===== src/rtl/pt_feedback_pkg.sv =====
// Shared state encoding for the blanking channel switch.
// Pure type definitions; no logic, no latency.
// Nothing here applies backpressure.
package pt_feedback;

  typedef enum logic {
    ST_RUN   = 1'b0,
    ST_BLANK = 1'b1
  } state_e;

endpackage


===== src/rtl/blank_counter.sv =====
// Loadable down-counter that tracks how many samples still have to be blanked.
// Latency: count changes on the edge after load_i/dec_i; zero_o reflects the register.
// No backpressure; load_i wins over dec_i, and a decrement at zero is ignored.
//
// Ports:
//   clk_i, rst_ni : clock, async active-low reset
//   load_i        : load load_val_i into the counter
//   load_val_i    : value to load
//   dec_i         : decrement by one (ignored when load_i is high or the count is zero)
//   cnt_o         : current count
//   zero_o        : count is zero
module blank_counter #(
  parameter int CNT_W = 8
) (
  input  logic             clk_i,
  input  logic             rst_ni,
  input  logic             load_i,
  input  logic [CNT_W-1:0] load_val_i,
  input  logic             dec_i,
  output logic [CNT_W-1:0] cnt_o,
  output logic             zero_o
);

  logic [CNT_W-1:0] cnt_q;
  logic [CNT_W-1:0] cnt_d;

  always_comb begin
    cnt_d = cnt_q;
    if (load_i) begin
      cnt_d = load_val_i;
    end else if (dec_i && (cnt_q != '0)) begin
      cnt_d = cnt_q - CNT_W'(1);
    end
  end

  always_ff @(posedge clk_i or negedge rst_ni) begin
    if (!rst_ni) begin
      cnt_q <= '0;
    end else begin
      cnt_q <= cnt_d;
    end
  end

  assign cnt_o  = cnt_q;
  assign zero_o = (cnt_q == '0);

endmodule


===== src/rtl/mux_nx1_switch_blank.sv =====
// N:1 sample mux that suppresses a programmable number of samples after every channel switch.
// Latency: 1 cycle from in_i/data_valid_i of the active channel to out_o/data_valid_o.
// No backpressure: samples arriving while blanking are consumed and discarded, never stalled.
//
// Ports:
//   clk_i, rst_ni  : clock, async active-low reset
//   sel_i          : requested channel (out-of-range codes select channel 0)
//   blank_len_i    : samples to suppress after a switch, captured on the switch edge
//   data_valid_i   : per-channel sample strobe, bit c = channel c
//   in_i           : flattened samples, channel c at [c*WIDTH +: WIDTH]
//   data_valid_o   : registered output strobe
//   out_o          : registered output sample (holds when nothing is forwarded)
//   blanking_o     : high while blanking
//   switch_done_o  : one-cycle pulse when a switch completes
module mux_nx1_switch_blank
  import pt_feedback::*;
#(
  parameter int  WIDTH     = 16,
  parameter int  N_CH      = 4,
  parameter int  CNT_W     = 8,
  parameter int  HOLD_MODE = 0,
  localparam int SEL_W     = (N_CH > 1) ? $clog2(N_CH) : 1
) (
  input  logic                  clk_i,
  input  logic                  rst_ni,
  input  logic [SEL_W-1:0]      sel_i,
  input  logic [CNT_W-1:0]      blank_len_i,
  input  logic [N_CH-1:0]       data_valid_i,
  input  logic [N_CH*WIDTH-1:0] in_i,
  output logic                  data_valid_o,
  output logic [WIDTH-1:0]      out_o,
  output logic                  blanking_o,
  output logic                  switch_done_o
);

  state_e           state_q,       state_d;
  logic [SEL_W-1:0] act_q,         act_d;
  logic             data_valid_q,  data_valid_d;
  logic [WIDTH-1:0] out_q,         out_d;
  logic             switch_done_q, switch_done_d;

  logic [SEL_W-1:0] eff_sel;
  logic             act_vld;
  logic [WIDTH-1:0] act_dat;
  logic             switch_det;
  logic             cnt_load;
  logic             cnt_dec;
  logic [CNT_W-1:0] cnt;
  logic             cnt_zero;
  logic             cnt_last;

  // Out-of-range requests fall back to channel 0.
  always_comb begin
    eff_sel = '0;
    if (32'(sel_i) < N_CH) begin
      eff_sel = sel_i;
    end
  end

  // Inline channel mux on the active channel; other channels' strobes never reach the FSM.
  always_comb begin
    act_vld = 1'b0;
    act_dat = '0;
    for (int c = 0; c < N_CH; c++) begin
      if (act_q == SEL_W'(c)) begin
        act_vld = data_valid_i[c];
        act_dat = in_i[c*WIDTH +: WIDTH];
      end
    end
  end

  assign switch_det = (eff_sel != act_q);
  assign cnt_last   = (cnt == CNT_W'(1));

  always_comb begin
    state_d       = state_q;
    act_d         = act_q;
    data_valid_d  = 1'b0;
    out_d         = out_q;
    switch_done_d = 1'b0;
    cnt_load      = 1'b0;
    cnt_dec       = 1'b0;

    if (switch_det) begin
      // A switch always wins, including over a pending last-sample edge in BLANK,
      // so an abandoned switch never reports completion.
      act_d    = eff_sel;
      cnt_load = 1'b1;
      if (blank_len_i == '0) begin
        state_d       = ST_RUN;
        switch_done_d = 1'b1;
      end else begin
        state_d = ST_BLANK;
      end
    end else if (state_q == ST_RUN) begin
      data_valid_d = act_vld;
      if (act_vld) begin
        out_d = act_dat;
      end
    end else begin
      if (act_vld) begin
        // Consumed sample: data is discarded, only the strobe may be echoed.
        cnt_dec      = 1'b1;
        data_valid_d = (HOLD_MODE != 0);
        if (cnt_last) begin
          state_d       = ST_RUN;
          switch_done_d = 1'b1;
        end
      end else if (cnt_zero) begin
        // Unreachable in normal operation (BLANK is only entered with a nonzero
        // count); recover quietly rather than blank forever.
        state_d = ST_RUN;
      end
    end
  end

  blank_counter #(
    .CNT_W (CNT_W)
  ) u_blank_counter (
    .clk_i      (clk_i),
    .rst_ni     (rst_ni),
    .load_i     (cnt_load),
    .load_val_i (blank_len_i),
    .dec_i      (cnt_dec),
    .cnt_o      (cnt),
    .zero_o     (cnt_zero)
  );

  always_ff @(posedge clk_i or negedge rst_ni) begin
    if (!rst_ni) begin
      state_q       <= ST_RUN;
      act_q         <= '0;
      data_valid_q  <= 1'b0;
      out_q         <= '0;
      switch_done_q <= 1'b0;
    end else begin
      state_q       <= state_d;
      act_q         <= act_d;
      data_valid_q  <= data_valid_d;
      out_q         <= out_d;
      switch_done_q <= switch_done_d;
    end
  end

  assign data_valid_o  = data_valid_q;
  assign out_o         = out_q;
  assign blanking_o    = (state_q == ST_BLANK);
  assign switch_done_o = switch_done_q;

endmodule


===== config.mk =====
export PLATFORM = sky130hd
export DESIGN_NAME = mux_nx1_switch_blank
export DESIGN_NICKNAME = d
export VERILOG_FILES = /design/src/rtl/pt_feedback_pkg.sv /design/src/rtl/blank_counter.sv /design/src/rtl/mux_nx1_switch_blank.sv
export SDC_FILE = /design/constraint.sdc
export NUM_CORES = 1
export LEC_CHECK = 0
export CAP_MARGIN = 20
export CORE_UTILIZATION = 35
export DETAILED_ROUTE_END_ITERATION = 10
export PLACE_DENSITY = 0.73
export RECOVER_POWER = 50
export SYNTH_ARGS = -nofsm -noshare
export SYNTH_HDL_FRONTEND = slang
export SYNTH_HIERARCHICAL = 1
export SYNTH_SLANG_ARGS = --single-unit

===== constraint.sdc =====
create_clock -name clk_i -period 3 [get_ports clk_i]
set_input_delay 0.6 -clock clk_i [delete_from_list [all_inputs] [get_ports clk_i]]
set_output_delay 0.6 -clock clk_i [all_outputs]
set_load 0.01 [all_outputs]

=== After elaboration in Yosys (flattened, before gate mapping) ===
Index checks and enable logic that the tools add are counted.

* Register bits after elaboration: 29
* Output and inout bits: 19

* $add $sub $neg: 1
* Reduce and logical (&&, ||, !) cells: 7
* Equal/unequal tests: 5
* Bitwise logic cells: 2
* Mux-type cells: 27

{| class="wikitable"
|+ Operator list
! cell !! count
|-
| 16-bit 2-to-1 mux || 4
|-
| 1-bit 2-to-1 mux || 21
|-
| 8-bit zero test || 2
|-
| 8-bit 2-to-1 mux || 2
|-
| 8-bit by 1-bit equality test with 1-bit output, second input constant || 1
|-
| 8-bit nonzero test || 1
|-
| 8-bit by 1-bit subtractor with 8-bit output, second input constant || 1
|-
| 2-bit equality test, second input constant || 2
|-
| 3-bit AND reduction || 1
|-
| 2-bit by 1-bit equality test with 1-bit output, second input constant || 1
|-
| 2-bit zero test || 1
|-
| 2-bit != test || 1
|-
| 1-bit NOT || 2
|-
| 2-bit nonzero test || 1
|-
| 1-bit logical AND || 1
|}

=== Longest topological paths before layout ===
* Word-level depth: 11
* Mapped depth: 8

=== By module ===
Netlist, hierarchy kept.

{| class="wikitable"
|+ Modules (own cells, without submodules)
! module !! area an instance (um^2) !! instances !! cells each
|-
| mux_nx1_switch_blank || 1343.8 || 1 || 81
|-
| blank_counter || 528.0 || 1 || 58
|}

=== Least setup slack after synthesis ===
Ideal clock, no wire load.

* Kind: flip-flop to flip-flop
* From: register act_q[0]
* To: register u_blank_counter.cnt_q[7] (netlist: u_blank_counter/cnt_o[7])
* Clock period less this slack: 2.217 ns
* Path slack: 0.783 ns
* Library setup time: 0.126 ns
* Data arrival time: 2.091 ns
* Stages on the path, launching flop included: 8
* Required time: 2.874 ns
* Buffers on the path: 1
* Cells stage by stage: dfrtp_1 buf_6 mux4_2 nand4_1 inv_1 or3b_1 o311a_1 a221o_1

* Cells in the longest elaborated chain, start to end: 10

{| class="wikitable"
|+ Ends and longest elaborated chain
! item !! RTL line !! text
|-
| start: declaration || mux_nx1_switch_blank.sv:37 || <nowiki>logic [SEL_W-1:0] act_q, act_d;</nowiki>
|-
| start signal: assignment || mux_nx1_switch_blank.sv:138 || <nowiki>act_q <= act_d;</nowiki>
|-
| 2-bit zero test || mux_nx1_switch_blank.sv:65 || <nowiki>if (act_q == SEL_W'(c)) begin</nowiki>
|-
| 1-bit 2-to-1 mux (4 in series) || mux_nx1_switch_blank.sv:65 ||
|-
| 1-bit 2-to-1 mux || mux_nx1_switch_blank.sv:101 || <nowiki>if (act_vld) begin</nowiki>
|-
| 1-bit 2-to-1 mux || mux_nx1_switch_blank.sv:95 || <nowiki>end else if (state_q == ST_RUN) begin</nowiki>
|-
| 1-bit 2-to-1 mux * || mux_nx1_switch_blank.sv:84 || <nowiki>if (switch_det) begin</nowiki>
|-
| via cnt_dec || mux_nx1_switch_blank.sv:47 || <nowiki>logic cnt_dec;</nowiki>
|-
| 1-bit logical AND * || blank_counter.sv:31 || <nowiki>end else if (dec_i && (cnt_q != '0)) begin</nowiki>
|-
| 2-bit nonzero test (no line) * || - ||
|-
| end signal: assignment || blank_counter.sv:40 || <nowiki>cnt_q <= cnt_d;</nowiki>
|-
| end: declaration || blank_counter.sv:24 || <nowiki>logic [CNT_W-1:0] cnt_q;</nowiki>
|}

Mark *: on every way through the listed nets, which the timed path passes. The rest lies on a longest branch.
A chain may end at the register's enable or synchronous reset.

=== Worst setup path in the final report ===
* From: input port sel_i[1]
* To: register u_blank_counter.cnt_q[7] (netlist: u_blank_counter/cnt_o[7])

* Cells in the longest elaborated chain, start to end: 4

{| class="wikitable"
|+ Ends and longest elaborated chain
! item !! RTL line !! text
|-
| start: declaration || mux_nx1_switch_blank.sv:26 || <nowiki>input logic [SEL_W-1:0] sel_i,</nowiki>
|-
| 2-bit != test || mux_nx1_switch_blank.sv:72 || <nowiki>assign switch_det = (eff_sel != act_q);</nowiki>
|-
| 1-bit 2-to-1 mux || mux_nx1_switch_blank.sv:84 ||
|-
| via cnt_dec || mux_nx1_switch_blank.sv:47 ||
|-
| 1-bit logical AND || blank_counter.sv:31 ||
|-
| 2-bit nonzero test (no line) || - ||
|}

The timed path passes the listed nets, and every way through them passes these cells.

==> key figures <==
Outcome
  – Status: finished with violations
  – Failing checks: capacitance limit, slew limit

Yosys
  – Most frequent cells after synthesis: dfrtp_1 (29), mux4_2 (12), mux2_4 (9)
  – Post-Syn Area: between 1500 and 2000 sq um
  – Synth area leader: dfrtp_1
  – Flops & latches, synth: 29
  – Dominant register cell in the synthesized netlist: dfrtp_1
  – Library cells used by synthesis: 44
  – Yosys top cell area share: between 30 and 40%
  – Most common cell in the netlist: dfrtp_1
  – Syn_area_per_cell: between 10 and 15 sq um
  – Yosys warns: 6
  – Synth Instances: ~140
  – Syn_nets: roughly 220
  – Async SR Flop Fraction: between 90% and 100%
  – Number of synthesized flops with an enable pin: 0
  – Synth area leaders: dfrtp_1 (39%), mux4_2 (14%), mux2_4 (7.2%), mux4_1 (7.0%), mux2_2 (4.2%)
  – Seq/Total Area, Yosys: 38.8%

Clocking
  – CTS buffer count: 5
  – TritonCTS Sinks: 29
  – H-tree depth: 2
  – CTS Buffer Depth: 2
  – Clock-pin slew on the worst setup and hold paths: approximately 0.06 ns
  – Hold buffers post-CTS: 0
  – CTS tree: done
  – CTS root buf: clkbuf_8
  – Worst-Skew Late Latency: around 0.28 ns
  – # Post-CTS Setup Buffers: 0
  – Cts repair resizes: 0

Drt
  – Antenna Nets Post-Route: 0
  – Final WL: around 4800 um
  – Wire per inst: roughly 15 um
  – First-pass detailed-route iteration total: 4
  – 1st-iter DRT viols: 62
  – Via density: roughly 5.2
  – Detailed-route via count: between 1,500 and 2,000
  – Residual DRC: 0

Global route
  – Largest net degree at the start of global routing: 30
  – Initial antenna violation count: 0
  – First-pass GRT wire length: a little over 7000 um
  – Vias in the first global route: 1,502
  – Total grt overflow: 0
  – GRT Util Overall: between 10% and 20%

Place
  – Port buffer count: 98
  – Dpl hpwl: 3640 um
  – Placed Area: around 3000 sq um
  – GP Congestion: just under 0.9

STA
  – Setup_tns: 0 ns
  – Slew @ Worst Pin: 1.61 ns
  – F_max: between 300 and 400 MHz
  – Finish-stage setup viols: 0
  – Final Hold Violating Endpoints: 0
  – Max Slew Vio Count: 30
  – Tmin final: 2.58 ns
  – Worst Skew: 0.00230 ns
  – Slew HR: -7.21%
  – RSZ-0062 raised after global routing: no
  – Fin crit share: roughly 86%

Layout
  – Fillcell total: around 450
  – Share of post-route cells with drive strength above 1: around a fifth
  – ANT cells: 0
  – Final instance area: approximately 3000 sq um
  – # nets final: roughly 320
  – P&R area growth vs syn: 61.3%

Setup path
  – Critical path endpoint: u_blank_counter/cnt_o[7]$_DFFE_PN0P_
  – Critical-path top delay cell: dlygate4sd3_1
  – Critical Path RT: ~3.2 ns
  – Reg2reg end: u_blank_counter/cnt_o[7]$_DFFE_PN0P_
  – Crit-path cells: dlygate4sd3_1 > xnor2_2 > nand4_1 > inv_1 > or3b_1 > o311a_1 > a221o_1
  – Levels on crit path: 7
  – R2R Setup Slk: about 0.80 ns
  – Worst Setup SP: sel_i[1]
  – Crit-path max cell delay: around 0.58 ns
  – R2R depth: 6
  – R2R Path Start: act_q[0]$_DFFE_PN0P_
  – CP startpoint kind: input pin
  – Critical path class: input pin to flop
  – CP Max Fanout: 6
  – CP arrival: between 2 and 3 ns
  – CP top delay family: buffers and inverters
  – Worst Path Buf+Inv: 2
  – Worst Setup End Kind: flop

Die
  – Full die area: around 5600 sq um
  – Starting Density: between 30% and 40%
  – # rows: 26
  – Io pins: 99
  – Core Region: ~5100 sq um
  – Die width: approximately 75 um
  – Die Y: around 75 um

Power
  – VDD IR max: approximately 0.23 mV
  – Comb pwr share: around 40%
  – Pleak: roughly 1.2 nW
  – Clock network fraction of total power: 22.2%
  – NetSw: roughly 450 uW
  – Internal Power: between 1 and 1.5 mW
  – Sw Ratio: about 28%
  – Power per cell area: 532 nW/um^2
  – Seq pwr share: between 30 and 40%

Run
  – Max Cap Violations: 1

Worst hold path
  – HP Class: flop to flop
==> final cells by class <==
| class | count | area, sq um | share of cell area (%) |
|---|---|---|---|
| clock buffer | 7 | 96.3 | 3.19 |
| sequential | 29 | 726 | 24.0 |
| inverter | 6 | 22.5 | 0.746 |
| tap | 70 | 87.6 | 2.90 |
| multi-input combinational | 95 | 1070 | 35.4 |
| clock inverter | 1 | 5.00 | 0.166 |
| timing repair buffer | 103 | 1010 | 33.6 |
==> sequential cells by signal (all words and copies together) (netlist names) <==
name and flops:
data_valid_o 1, u_blank_counter/cnt_o 8, out_o 16, blanking_o 1, switch_done_o 1, act_q 2
==> logic make-up after synthesis <==
logic type,after synthesis,synth area share (%)
compound gates,21,8.56
xor+xnor,2,1.74
fa+ha+maj,2,1.34
buf+inv,15,4.21
flops,29,38.8
mux,33,32.9
simple gates,37,12.5
==> layer usage <==
layer | vias up | wire length [um] | track usage [%]
met2 | 72 | 2280 | 27.2
met5 | - | 0 | 0
met3 | 7 | 431 | 5.35
met4 | 0 | 63 | 6.17
li1 | 761 | - | -
met1 | 782 | 1980 | 23.5
==> placed cells by master (no fill, tap or decap), types with 5 or more instances in the layout <==
master           synthesis  final
dfrtp_1                 29     29
mux2_4                   9      9
dlygate4sd3_1            0     10
clkdlybuf4s50_1          0     88
clkbuf_8                 0      7
inv_1                    5      5
mux4_1                   5      5
mux2_2                   7      7
mux4_2                  12     12
nor2_1                   5      5
==> worst min-delay path by stage <==
stage / start / to / slack (ns) / depth (start not counted)
6_report: out_o[11]$_DFFE_PN0P_ / out_o[11]$_DFFE_PN0P_ / 0.50 / 1
5_1_grt: out_o[11]$_DFFE_PN0P_ / out_o[11]$_DFFE_PN0P_ / 0.52 / 1
3_3_place_gp: out_o[8]$_DFFE_PN0P_ / out_o[8]$_DFFE_PN0P_ / 0.49 / 1
3_5_place_dp: out_o[2]$_DFFE_PN0P_ / out_o[2]$_DFFE_PN0P_ / 0.50 / 1
4_1_cts: out_o[11]$_DFFE_PN0P_ / out_o[11]$_DFFE_PN0P_ / 0.51 / 1
2_1_floorplan: rst_ni / act_q[0]$_DFFE_PN0P_ / 0.30 / 0
==> power groups by stage <==
stage                     Combinational (mW)  Clock [mW]  Sequential, mW
after floorplan                        0.247           0           0.640
after global placement                 0.659           0           0.597
after detailed placement               0.667           0           0.604
after CTS                              0.670       0.371           0.599
after global routing                   0.700       0.385           0.615
final                                  0.652       0.356           0.597
==> stage by stage <==
step           util (%)  hold WS (ns)  power (mW)  cells  worst slack (ns)
6_report           58.7         0.501        1.60    311             0.422
5_1_grt            58.7         0.521        1.70    311             0.321
4_1_cts            58.8         0.512        1.64    311             0.570
3_5_place_dp       56.8         0.496        1.27    303             0.270
3_3_place_gp       56.8         0.487        1.26    303             0.309
2_1_floorplan         -         0.304       0.887    139             0.783
(Power assumes the default switching activity.)
